## src/rtl/seq_divider_pkg.sv

```systemverilog
// Shared definitions for the sequential divider: FSM state encoding and the
// default operand width.
package seq_divider_pkg;

  localparam int DEFAULT_OPERAND_WIDTH = 32;

  typedef enum logic [1:0] {
    ST_IDLE = 2'd0,
    ST_CALC = 2'd1,
    ST_DONE = 2'd2
  } state_e;

endpackage

```

## src/rtl/seq_divider_div_step.sv

```systemverilog
// One restoring shift-subtract iteration on magnitudes.
// The incoming partial remainder is already shifted (it carries the current
// dividend bit in its LSB), so it can reach W+1 bits. If it is at least the
// divisor, the divisor is subtracted and the quotient bit is 1; otherwise it is
// kept. The kept value is always below the divisor, so W bits suffice for it.
// That value is shifted left again with the next dividend bit appended.
module seq_divider_div_step #(
  parameter int W = 32
) (
  input  logic [W:0]   rem_i,
  input  logic         dvd_bit_i,
  input  logic [W-1:0] dvs_i,
  output logic [W:0]   rem_o,
  output logic         q_bit_o
);

  logic         ge_s;
  logic [W-1:0] kept_s;

  // Compare, conditionally subtract, then shift in the next dividend bit.
  always_comb begin
    ge_s = (rem_i >= {1'b0, dvs_i});
    if (ge_s) begin
      kept_s = W'(rem_i - {1'b0, dvs_i});
    end else begin
      kept_s = rem_i[W-1:0];
    end
    rem_o   = {kept_s, dvd_bit_i};
    q_bit_o = ge_s;
  end

endmodule

```

## src/rtl/seq_divider.sv

```systemverilog
// Sequential radix-2 restoring divider supporting signed and unsigned
// division and remainder. It handles one request at a time and uses a
// valid/ready handshake on both request and response. A normal division takes
// OPERAND_WIDTH iterations. Divide-by-zero and signed overflow skip the
// iterations and go straight to the response.
module seq_divider
  import seq_divider_pkg::*;
#(
  parameter int OPERAND_WIDTH = DEFAULT_OPERAND_WIDTH
) (
  input  logic                     clk,
  input  logic                     rst,
  input  logic                     flush,
  input  logic                     req_valid,
  output logic                     req_ready,
  input  logic [OPERAND_WIDTH-1:0] op1,
  input  logic [OPERAND_WIDTH-1:0] op2,
  input  logic                     is_signed,
  input  logic                     want_rem,
  output logic                     rsp_valid,
  input  logic                     rsp_ready,
  output logic [OPERAND_WIDTH-1:0] result,
  output logic                     busy
);

  localparam int W  = OPERAND_WIDTH;
  localparam int CW = $clog2(W);
  localparam logic [CW-1:0] LAST_STEP = CW'(W - 1);
  localparam logic [W-1:0]  ZERO      = {W{1'b0}};
  localparam logic [W-1:0]  ALL_ONES  = {W{1'b1}};
  localparam logic [W-1:0]  MOST_NEG  = {1'b1, {(W-1){1'b0}}};

  state_e        state_q, state_d;
  logic [CW-1:0] cnt_q;
  logic [W:0]    rem_q;      // shifted partial remainder
  logic [W-1:0]  quo_q;      // remaining dividend bits out the top, quotient bits in the bottom
  logic [W-1:0]  dvs_q;      // divisor magnitude
  logic          neg_quo_q;  // negate the quotient at the end
  logic          neg_rem_q;  // negate the remainder at the end
  logic          want_rem_q;
  logic [W-1:0]  result_q;

  // Request decode: operand signs, magnitudes and special cases
  logic          accept_s;
  logic          div_zero_s;
  logic          sovf_s;
  logic          special_s;
  logic          a_neg_s;
  logic          b_neg_s;
  logic [W-1:0]  op1_mag_s;
  logic [W-1:0]  op2_mag_s;
  logic [W-1:0]  special_res_s;

  // Iteration datapath
  logic [W:0]    step_rem_s;
  logic          step_q_s;
  logic [W-1:0]  final_quo_s;
  logic [W-1:0]  final_rem_s;
  logic [W-1:0]  fixed_res_s;

  assign accept_s   = req_valid && (state_q == ST_IDLE);
  assign div_zero_s = (op2 == ZERO);
  assign sovf_s     = is_signed && (op1 == MOST_NEG) && (op2 == ALL_ONES);
  assign special_s  = div_zero_s || sovf_s;
  assign a_neg_s    = is_signed && op1[W-1];
  assign b_neg_s    = is_signed && op2[W-1];
  // The magnitude of the most negative value wraps to itself. As an unsigned
  // number that is the correct magnitude.
  assign op1_mag_s  = a_neg_s ? (ZERO - op1) : op1;
  assign op2_mag_s  = b_neg_s ? (ZERO - op2) : op2;

  // Divide by zero: quotient is all ones and remainder is the dividend.
  // Signed overflow: quotient is the dividend and remainder is zero.
  assign special_res_s = want_rem ? (div_zero_s ? op1 : ZERO)
                                  : (div_zero_s ? ALL_ONES : op1);

  seq_divider_div_step #(.W(W)) u_div_step (
    .rem_i     (rem_q),
    .dvd_bit_i (quo_q[W-1]),
    .dvs_i     (dvs_q),
    .rem_o     (step_rem_s),
    .q_bit_o   (step_q_s)
  );

  // On the last step the shifted-in LSB is padding, so the true remainder is
  // the upper W bits.
  assign final_quo_s = {quo_q[W-2:0], step_q_s};
  assign final_rem_s = step_rem_s[W:1];
  assign fixed_res_s = want_rem_q ? (neg_rem_q ? (ZERO - final_rem_s) : final_rem_s)
                                  : (neg_quo_q ? (ZERO - final_quo_s) : final_quo_s);

  // FSM state register
  always_ff @(posedge clk or posedge rst) begin
    if (rst) begin
      state_q <= ST_IDLE;
    end else begin
      state_q <= state_d;
    end
  end

  // FSM next-state logic; flush overrides every other transition
  always_comb begin
    state_d = state_q;
    case (state_q)
      ST_IDLE: begin
        if (req_valid) begin
          state_d = special_s ? ST_DONE : ST_CALC;
        end else begin
          state_d = ST_IDLE;
        end
      end
      ST_CALC: begin
        if (cnt_q == LAST_STEP) begin
          state_d = ST_DONE;
        end else begin
          state_d = ST_CALC;
        end
      end
      ST_DONE: begin
        if (rsp_ready) begin
          state_d = ST_IDLE;
        end else begin
          state_d = ST_DONE;
        end
      end
      default: state_d = ST_IDLE;
    endcase
    if (flush) begin
      state_d = ST_IDLE;
    end else begin
      state_d = state_d;
    end
  end

  // FSM outputs decoded from the state register
  always_comb begin
    req_ready = 1'b0;
    busy      = 1'b0;
    rsp_valid = 1'b0;
    case (state_q)
      ST_IDLE: req_ready = 1'b1;
      ST_CALC: busy      = 1'b1;
      ST_DONE: begin
        busy      = 1'b1;
        rsp_valid = 1'b1;
      end
      default: begin
        req_ready = 1'b0;
        busy      = 1'b0;
        rsp_valid = 1'b0;
      end
    endcase
  end

  // Datapath: capture operands on accept, iterate in CALC, latch the result
  always_ff @(posedge clk or posedge rst) begin
    if (rst) begin
      cnt_q      <= {CW{1'b0}};
      rem_q      <= {(W+1){1'b0}};
      quo_q      <= ZERO;
      dvs_q      <= ZERO;
      neg_quo_q  <= 1'b0;
      neg_rem_q  <= 1'b0;
      want_rem_q <= 1'b0;
      result_q   <= ZERO;
    end else if (!flush) begin
      case (state_q)
        ST_IDLE: begin
          if (accept_s) begin
            cnt_q      <= {CW{1'b0}};
            rem_q      <= {ZERO, op1_mag_s[W-1]};
            quo_q      <= {op1_mag_s[W-2:0], 1'b0};
            dvs_q      <= op2_mag_s;
            neg_quo_q  <= a_neg_s ^ b_neg_s;
            neg_rem_q  <= a_neg_s;
            want_rem_q <= want_rem;
            if (special_s) begin
              result_q <= special_res_s;
            end
          end
        end
        ST_CALC: begin
          rem_q <= step_rem_s;
          quo_q <= final_quo_s;
          if (cnt_q == LAST_STEP) begin
            cnt_q    <= {CW{1'b0}};
            result_q <= fixed_res_s;
          end else begin
            cnt_q <= cnt_q + CW'(1);
          end
        end
        default: begin
          cnt_q <= cnt_q;
        end
      endcase
    end
  end

  assign result = result_q;

endmodule
```

## config.mk

```make
export PLATFORM = sky130hd
export DESIGN_NAME = seq_divider
export DESIGN_NICKNAME = d
export VERILOG_FILES = /design/src/rtl/seq_divider_pkg.sv /design/src/rtl/seq_divider_div_step.sv /design/src/rtl/seq_divider.sv
export SDC_FILE = /design/constraint.sdc
export NUM_CORES = 1
export LEC_CHECK = 0
export BUFFER_PORTS_ARGS = -buffer_cell sky130_fd_sc_hd__buf_2
export CAP_MARGIN = 20
export CORE_ASPECT_RATIO = 0.9
export CORE_MARGIN = 5
export CORE_UTILIZATION = 46
export CTS_CLUSTER_SIZE = 30
export DETAILED_ROUTE_END_ITERATION = 16
export GPL_TIMING_DRIVEN = 0
export PLACE_DENSITY_LB_ADDON = 0.05
export SLEW_MARGIN = 20
export SYNTH_ARGS = -nofsm -noshare
export SYNTH_HDL_FRONTEND = slang
export SYNTH_SLANG_ARGS = --single-unit
```

## constraint.sdc

```tcl
create_clock -name clk -period 5.5 [get_ports clk]
set_clock_uncertainty 0.1 [all_clocks]
set_input_delay 0.275 -clock clk [delete_from_list [all_inputs] [get_ports clk]]
set_output_delay 0.275 -clock clk [all_outputs]
set_load 0.02 [all_outputs]
```

### Word level (Yosys, flattened, before mapping)

Index checks and enable logic that the tools add are counted.

| cells by class | value |
|---|---|
| magnitude comparators | 1 |
| equal/unequal tests | 8 |
| bitwise gates (word level) | 2 |
| muxes and demuxes | 29 |
| reductions and logical operators | 13 |
| $add $sub $neg | 6 |

Operator list:

| operator | number |
|---|---|
| 2-to-1 mux 32 bit | 13 |
| case mux 32 bit (2 select lines) | 2 |
| subtractor 1 x 32 -> 32 bit, first input constant | 4 |
| case mux 33 bit (2 select lines) | 1 |
| == test 32 bit, second input constant | 2 |
| greater-or-equal comparator 33 x 32 -> 1 bit | 1 |
| 2-to-1 mux 33 bit | 1 |
| logical NOT 32 bit | 1 |
| subtractor 32 bit | 1 |
| 2-to-1 mux 2 bit | 5 |
| 2-to-1 mux 5 bit | 2 |
| case mux 5 bit (2 select lines) | 1 |
| != test 2 bit, second input constant | 3 |
| case mux 2 bit (3 select lines) | 1 |
| AND reduction 3 bit | 2 |
| adder 5 x 1 -> 5 bit, second input constant | 1 |
| == test 5 bit, second input constant | 1 |
| logical AND 1 bit | 5 |
| AND reduction 5 bit | 1 |
| 2-to-1 mux 1 bit | 3 |
| == test 2 x 1 -> 1 bit, second input constant | 1 |
| == test 2 bit, second input constant | 1 |
| logical NOT 2 bit | 1 |
| nonzero test 2 bit | 1 |
| 4 further kinds | 4 |

| storage, ports and cells | value |
|---|---|
| flip-flop bits (word level) | 139 |
| output and inout port bits | 35 |

### Logic depth before layout (Yosys ltp)

Gate-level depths: netlist of run 1.

| logic depth | value |
|---|---|
| word-level depth | 8 |
| mapped depth | 27 |
| depth with buffers taken out | 21 |

### Cells and area by module

A second synthesis of run 1 with hierarchy kept.

| unflattened totals | value |
|---|---|
| cell total of the unflattened synthesis | 1468 |
| area, all modules | 11868.9 um^2 |

By module, submodules not included:

| module | area an instance (um^2) | cells an instance | seq. area each (um^2) | instances |
|---|---|---|---|---|
| seq_divider | 9530.4 | 1144 | 3478.3 | 1 |
| seq_divider_div_step | 2338.5 | 324 | 0.0 | 1 |

### Worst setup path after synthesis of run 1

OpenSTA, ideal clock, no wires.

| timing | value |
|---|---|
| kind | reg-to-reg |
| start | reg rem_q[3] |
| end | reg result_q[26] (netlist: result[26]) |
| data required time | 5335 ps |
| slack | -168 ps |
| stages on the path, launching flop included | 24 |
| arrival | 5503 ps |
| cells stage by stage | dfrtp_1 > ha_1 > buf_2 > nand2_1 > or4_1 > o31a_1 > nand4b_2 > or2_4 > buf_6 > buf_2 > buf_2 > buf_2 > a21oi_1 > inv_1 > ha_1 > nand2_1 > o32a_1 > or2_2 > nand3b_1 > o41a_1 > nor4_4 > mux2_2 > a211oi_1 > o22a_1 |

| on the way | value |
|---|---|
| cells in the longest elaborated chain, start to end | 7 |
| elaborated cells on any way between the ends | 10 |

RTL lines:

| what | line | RTL |
|---|---|---|
| start: declaration | seq_divider.sv:35 | `logic [W:0] rem_q;` |
| start signal: assignment | seq_divider.sv:159 | `rem_q <= {(W+1){1'b0}};` |
| start signal: assignment | seq_divider.sv:171 | `rem_q <= {ZERO, op1_mag_s[W-1]};` |
| start signal: assignment | seq_divider.sv:183 | `rem_q <= step_rem_s;` |
| subtractor 32 bit / greater-or-equal comparator 33 x 32 -> 1 bit (equally long branches) | seq_divider_div_step.sv:24, seq_divider_div_step.sv:22 |  |
| 2-to-1 mux 32 bit | seq_divider_div_step.sv:23 | `if (ge_s) begin` |
| subtractor 1 x 32 -> 32 bit | seq_divider.sv:89 | `assign fixed_res_s = want_rem_q ? (neg_rem_q ? (ZERO - final_rem_s) : final_rem_s)` |
| 2-to-1 mux 32 bit | seq_divider.sv:89 |  |
| 2-to-1 mux 32 bit * | seq_divider.sv:89 |  |
| 2-to-1 mux 32 bit * | seq_divider.sv:185 | `if (cnt_q == LAST_STEP) begin` |
| case mux 32 bit (2 select lines) * | seq_divider.sv:167 | `case (state_q)` |
| end signal: assignment | seq_divider.sv:178 | `result_q <= special_res_s;` |
| end signal: assignment | seq_divider.sv:187 | `result_q <= fixed_res_s;` |
| end: declaration | seq_divider.sv:41 | `logic [W-1:0] result_q;` |

Every way passes the cells marked *; elsewhere a longest branch is shown, timed or not. The select of a mux whose other input is x is not followed.
A chain may end at the register's enable or synchronous reset.

### Final worst setup path of run 1

| timing | value |
|---|---|
| start | reg rem_q[12] |
| end | reg result_q[26] (netlist: result[26]) |

The elaborated chain is that of the path after synthesis.

==> results of run 1 <==
cells in the mapped netlist (16+ instances only):
cell and number:
a211oi_1 24, a21oi_1 108, a22oi_1 22, clkbuf_1 74
dfrtp_1 139, ha_1 43, inv_1 62, mux2i_1 29
nand2_1 221, nand3_1 33, nand4_1 22, nor2_1 115
nor3_1 37, o211ai_1 33, o21ai_0 159, o31ai_1 35
or3_1 20, or4_1 16, xnor2_1 64, xor2_1 67
routing by layer:
metal  vias to the layer above  track usage (%)
li1                       5991                -
met1                      6276             46.5
met2                       594             44.3
met3                        75             9.57
met4                         0             9.31
met5                         -                0
area by class of cell:
| cell class | count | area (um2) | area share (%) |
|---|---|---|---|
| multi-input cells | 1270 | 8200 | 57.8 |
| flip-flops and latches | 139 | 3490 | 24.6 |
| repair buffers | 141 | 841 | 5.92 |
| clock buffers | 18 | 439 | 3.09 |
| well taps | 348 | 435 | 3.07 |
| plain buffers | 86 | 420 | 2.96 |
| inverters | 63 | 246 | 1.74 |
| clock inverters | 14 | 124 | 0.873 |
per-stage QoR:
stage | total power, mW | TNS (ns) | setup slack (ns) | hold WS [ns]
after floorplan | 2.67 | 0 | 0.0863 | 0.248
after global placement | 3.26 | -94.32 | -1.30 | 0.355
after detailed placement | 3.28 | -10.31 | -1.34 | 0.191
after CTS | 4.52 | 0 | 0.00256 | 0.0282
after global routing | 4.84 | -0.0670 | -0.0670 | 0.0556
final | 4.60 | 0 | 0.0427 | 0.0407
worst max-delay path: cells and delay by family (launching register included):
kind                     cells  cell delay (ns)
adder cells (fa/ha/maj)      2             0.47
AND/OR/NAND/NOR              8             1.65
AO/OA/AOI/OAI                5             1.72
flip-flops                   1             0.44
multiplexers                 2             0.65
buffers and inverters        3             0.35
kinds of logic after synthesis:
logic type	Yosys count
compound gates	509
mux	31
buf+inv	157
flops	139
fa+ha+maj	50
simple gates	549
xor+xnor	131
power groups by stage:
stage	registers [mW]	logic, mW	clock network [mW]
5_1_grt	1.47	2.19	1.19
3_5_place_dp	1.45	1.82	0
2_1_floorplan	1.48	1.19	0
6_report	1.44	2.01	1.15
3_3_place_gp	1.45	1.81	0
4_1_cts	1.43	1.93	1.15
path summary, 6_finish.rpt:
kind / to / slack [ns]
worst max-delay path: result[26] / 0.04
worst min-delay path: dvs_q[31] / 0.04
worst max register to register: result[26] / 0.04
worst min register to register: result[10] / 0.37
max in group asynchronous: result[5] / 4.21
min in group asynchronous: rem_q[8] / 0.25
sequential cells by signal (all words and copies together), names as in the netlist:
signal	cells
dvs_q	32
want_rem_q	1
rem_q	33
cnt_q	5
result	32
state_q	2
neg_quo_q	1
quo_q	32
neg_rem_q	1
repair_timing:
action / 4_1_cts / 5_1_grt
gates resized for setup: 50 / 20
hold buffers: 2 / 0
setup buffers: 15 / 18
hold endpoints to repair: 44 / 0
gates cloned: 0 / 1
pin swaps: 12 / 13
endpoints found under the setup margin: 14 / 16
==> flow_metrics.py, run 1 <==
metrics = {
    "worst_setup_path": {
        "critical-path-slowest-cell": "or4_4",
        "reg2regPathDepth": 20,
        "cp_max_fo": 5,
        "crit_required_ns": 5.78,
        "critPathLaunch": "rem_q[12]",
        "path_class": "flip-flop to flip-flop",
        "arrival_ns": 5.74,
        "cp-start-kind": "flip-flop",
        "end_kind": "flip-flop",
        "cp_slowest_stage_delay_ns": 0.59,
        "r2r_start": "rem_q[12]",
        "cp_cell_sequence": "ha_4, buf_8, nand4_1, or4_4, o31a_1, nand4b_4, or2_4, buf_12, buf_12, mux2i_4, ha_4, nand2_2, o32a_1, or2_4, nand3b_1, o41a_1, nor4_4, mux2_4, a211oi_4, o22a_1",
    },
    "synth": {
        "synth_fp_nets": 1681,
        "postSynthCellCount": 1566,
        "synthFlopType": "dfrtp_1",
        "synthAdderAreaFrac_pct": 5.12,
        "synth_top_area_cell": "dfrtp_1",
        "synth_compound_area_share_pct": 27.0,
        "synth_top_family_by_area": "compound AO/OA/AOI/OAI gates",
        "synthXorXnorAreaFrac_pct": 9.50,
        "synth-simple-area-share_pct": 21.8,
        "yosys.area.top_type_share_pct": 28.8,
        "synth_warnings": 0,
        "async_flop_share_pct": 100,
        "synth.cell_area_um2": 12100,
        "synth_cell_types": 88,
        "ys_seq_area_share_pct": 28.8,
        "synth_enable_flop_cells": 0,
        "ys_ff_latch": 139,
        "syn-mean-instance-area_um2": 7.71,
        "synth.area.top_cells": "dfrtp_1, nand2_1, o21ai_0",
        "synth_mux_area_share_pct": 2.59,
    },
    "power_and_ir_drop": {
        "netSwitchingFraction_pct": 42.8,
        "pwr-share-comb_pct": 43.7,
        "total_leakage_power_nw": 5.92,
        "p_sw_mw": 1.97,
        "p_clk_share_pct": 25.0,
        "seq_power_share_pct": 31.3,
        "power_density_nw_per_um2": 324,
        "p_int_mw": 2.63,
        "vdd_drop_max_mv": 0.218,
    },
    "outcome": {
        "outcome": "completed",
    },
    "route": {
        "topRoutingLayerUsed": "met4",
        "drt-total-wl_um": 47400,
        "drt_iter0_drc": 1401,
        "wl_met2_um": 19200,
        "drc": 0,
        "vias": 12900,
        "wl_met3_um": 5150,
        "m1WireLength_um": 21900,
        "viasPerCell": 6.22,
        "avgRoutedWirePerCell_um": 22.8,
        "detail-route-antenna-nets": 0,
        "drt_first_pass_iters": 5,
    },
    "placement": {
        "place.gp.congestion": 0.971,
        "port-buffer-count": 104,
        "place_area_um2": 13100,
        "place_inst": 2019,
        "dp_hpwl_um": 37300,
    },
    "finish": {
        "final_util_pct": 54.6,
        "fin_nets": 1833,
        "final_common_cell": "nand2_1",
        "fin_area_um2": 14200,
        "drive_above_1_share_pct": 14.7,
        "syn_to_final_growth_pct": 17.5,
        "stdcell_count": 2079,
        "final_cell_mix": "nand2_1, o21ai_0, dfrtp_1",
        "antenna_cells": 0,
        "nFillCells": 2544,
    },
    "floorplan": {
        "die-area_um2": 29600,
        "die_y_um": 164,
        "core_um2": 26000,
        "start_util_pct": 46.5,
        "ios": 106,
        "rows": 56,
        "die_x_um": 181,
    },
    "clocking": {
        "clk_latency_ns": 0.45,
        "cts_buffers": 17,
        "cts.clk_slew.worst_paths_ns": 0.07,
        "cts_max_path_buffers": 2,
        "cts_tree": "done",
        "cts.sinks": 139,
        "htreeDepth": 4,
        "cts-root-buf": "clkbuf_16",
    },
    "sta": {
        "rsz0062_at_grt": "yes",
        "tightest_slew_ns": 0.997,
        "max_freq_mhz": 183,
        "relSlewSlack_pct": 33.1,
        "slew_violations": 0,
        "setup_viol": 0,
        "period_share_pct": 99.2,
        "finalHoldViolCount": 0,
        "fin_crit_ns": 5.46,
    },
    "grt": {
        "grt_max_degree": 98,
        "grt_pass1_wl_um": 72300,
        "grt_remaining_overflow": 0,
        "grt_usage_pct": 31.5,
        "grt_pass1_vias": 12100,
        "antenna_found_initial": 0,
    },
    "hold_path": {
        "min_path_type": "input pin to flip-flop",
        "min_from": "op2[31]",
        "hold_depth": 3,
    },
    "run": {
        "max_cap_viol_count": 0,
    },
}
No activity file was read; power rests on OpenSTA's default activity.
==> run 2, diff against run 1 <==
Settings changed: ABC_AREA set to 1.
==> run 2 against run 1 <==
  * Utilization down 2.2 points
  * Global-route usage down 0.94 points
  * Critical endpoint is now result[30]
  * Clock power increased by 7%
  * Hold slack got worse by 0.020 ns
  * Area after synthesis is 7.0% higher
==> flow_metrics.py, run 2 <==
metrics = {
    "route": {
        "vias": 14500,
        "viasPerCell": 5.61,
        "avgRoutedWirePerCell_um": 19.2,
        "drt-total-wl_um": 49400,
        "drt_iter0_drc": 1576,
        "drc": 0,
        "detail-route-antenna-nets": 0,
        "drt_first_pass_iters": 6,
    },
    "sta": {
        "relSlewSlack_pct": 37.8,
        "rsz0062_at_grt": "no",
        "fin_crit_ns": 4.71,
        "finalHoldViolCount": 0,
        "slew_violations": 0,
        "max_freq_mhz": 212,
        "period_share_pct": 85.7,
        "whs_ns": 0.0206,
        "setup_viol": 0,
        "tightest_slew_ns": 0.929,
    },
    "synth": {
        "synth.area.top_cells": "dfrtp_1, nand2_1, inv_1",
        "synthFlopType": "dfrtp_1",
        "yosysMostFrequentCell": "nand2_1",
        "ys_seq_area_share_pct": 26.9,
        "syn-mean-instance-area_um2": 6.20,
        "async_flop_share_pct": 100,
        "synth.cell_area_um2": 12900,
        "synth_warnings": 0,
        "ys_ff_latch": 139,
        "yosys.area.top_type_share_pct": 26.9,
        "synth_top_area_cell": "dfrtp_1",
        "synth_fp_nets": 2198,
        "synth_enable_flop_cells": 0,
        "synth_cell_types": 54,
        "synthTopCellsByCount": "nand2_1, inv_1, nor2_1",
        "postSynthCellCount": 2083,
    },
    "worst_setup_path": {
        "reg2regPathDepth": 30,
        "end_kind": "flip-flop",
        "cp_slowest_stage_delay_ns": 0.38,
        "crit_required_ns": 5.73,
        "cp-start-kind": "flip-flop",
        "crit_top_cell": "nand2_1",
        "r2r_end": "result[30]",
        "critPathLaunch": "dvs_q[21]",
        "endpoint": "result[30]",
        "rrSetupSlack_ns": 0.79,
        "path_class": "flip-flop to flip-flop",
        "arrival_ns": 4.95,
        "cp_max_fo": 10,
        "critical-path-slowest-cell": "dfrtp_1",
        "r2r_start": "dvs_q[21]",
    },
    "power_and_ir_drop": {
        "power.total_mw": 7.26,
        "p_int_mw": 3.32,
        "p_sw_mw": 3.94,
        "total_leakage_power_nw": 7.40,
        "power_density_nw_per_um2": 499,
        "netSwitchingFraction_pct": 54.3,
        "vdd_drop_max_mv": 0.329,
        "p_clk_share_pct": 17.0,
        "pwr-share-comb_pct": 62.3,
        "seq_power_share_pct": 20.8,
    },
    "placement": {
        "place.gp.congestion": 0.981,
        "port-buffer-count": 104,
        "dp_hpwl_um": 40100,
        "place_area_um2": 13900,
    },
    "grt": {
        "antenna_found_initial": 0,
        "grt_max_degree": 89,
        "grt_pass1_vias": 13100,
        "grt_usage_pct": 30.6,
        "grt_pass1_wl_um": 75600,
        "grt_remaining_overflow": 0,
    },
    "floorplan": {
        "die-area_um2": 31500,
        "die_x_um": 187,
        "die_y_um": 169,
        "rows": 58,
        "core_um2": 27800,
        "ios": 106,
        "start_util_pct": 46.5,
    },
    "finish": {
        "syn_to_final_growth_pct": 12.7,
        "nFillCells": 2978,
        "top_register": "rem_q",
        "seqCellArea_um2": 3480,
        "largest_reg_flops": 33,
        "antenna_cells": 0,
        "final_common_cell": "nand2_1",
        "multi_input_area_um2": 7980,
        "fin_nets": 2324,
        "final_cell_mix": "nand2_1, inv_1, nor2_1",
        "fin_area_um2": 14600,
        "drive_above_1_share_pct": 10.1,
    },
    "clocking": {
        "cts-root-buf": "clkbuf_16",
        "cts_max_path_buffers": 2,
        "cts.clk_slew.worst_paths_ns": 0.08,
        "clk_latency_ns": 0.46,
        "htreeDepth": 4,
        "cts_tree": "done",
        "postCtsSetupBuffers": 0,
        "cts_hold_buf": 2,
        "cts.sinks": 139,
        "cts_buffers": 17,
        "postCtsResizedCells": 0,
    },
    "run": {
        "max_cap_viol_count": 0,
    },
    "hold_path": {
        "min_path_type": "input pin to flip-flop",
        "hold_depth": 3,
    },
    "outcome": {
        "outcome": "completed",
    },
}
[run 2: cell families (layout without fill, tap and decap cells)]
family	after synthesis	count (layout)	share of synthesized area, %
flip-flops	139	139	26.9
adder cells (fa/ha/maj)	71	71	6.41
AO/OA/AOI/OAI	362	362	15.6
AND/OR/NAND/NOR	1081	1081	36.3
buffers and inverters	380	519	11.3
XOR/XNOR	50	50	3.39
[run 2: power by group through the flow]
| stage | clock [mW] | combinational, mW | sequential (mW) |
|---|---|---|---|
| floorplan | 0 | 3.08 | 1.55 |
| global placement | 0 | 4.38 | 1.51 |
| detailed placement | 0 | 4.41 | 1.52 |
| CTS | 1.25 | 4.44 | 1.50 |
| global route | 1.28 | 5.04 | 1.54 |
| finish | 1.23 | 4.52 | 1.51 |
[run 2: worst min path at each step]
stage / startpoint / endpoint / slack [ns]
4_1_cts: req_valid / state_q[1] / 0.01
5_1_grt: req_valid / state_q[1] / 0.03
3_5_place_dp: rst / result[0] / 0.33
2_1_floorplan: flush / state_q[0] / 0.25
6_report: req_valid / state_q[1] / 0.02
3_3_place_gp: result[16] / result[16] / 0.36
[run 2: routing by layer]
metal	vias up	track usage (%)	wire length (um)
li1	6997	-	-
met1	6814	47.1	23700
met2	607	43.9	20300
met3	59	6.76	4680
met4	0	6.30	769
met5	-	0	0
[run 2: layout make-up]
cell class                 count  area share (%)
buffer                        76            2.19
clock buffer                  18            3.02
clock inverter                14            1.19
inverter                     304            7.89
multi-input combinational   1564            54.8
sequential                   139            23.9
tap                          360            3.09
timing repair buffer         107            3.90
[run 2: through the flow]
| stage | TNS [ns] | worst slack, ns | cells | util, % |
|---|---|---|---|---|
| 6_report | 0 | 0.787 | 2582 | 52.4 |
| 5_1_grt | 0 | 0.354 | 2582 | 52.4 |
| 4_1_cts | 0 | 0.907 | 2582 | 52.4 |
| 3_5_place_dp | 0 | 0.950 | 2548 | 50.1 |
| 3_3_place_gp | -67.79 | -0.504 | 2547 | 50.0 |
| 2_1_floorplan | 0 | 1.40 | 2083 | - |
[run 2: worst max-delay path, delay by kind of cell (launching register included)]
family,cells,cell delay [ns]
AO/OA/AOI/OAI,2,0.33
adder cells (fa/ha/maj),2,0.56
buffers and inverters,5,0.55
flip-flops,1,0.38
AND/OR/NAND/NOR,21,2.66
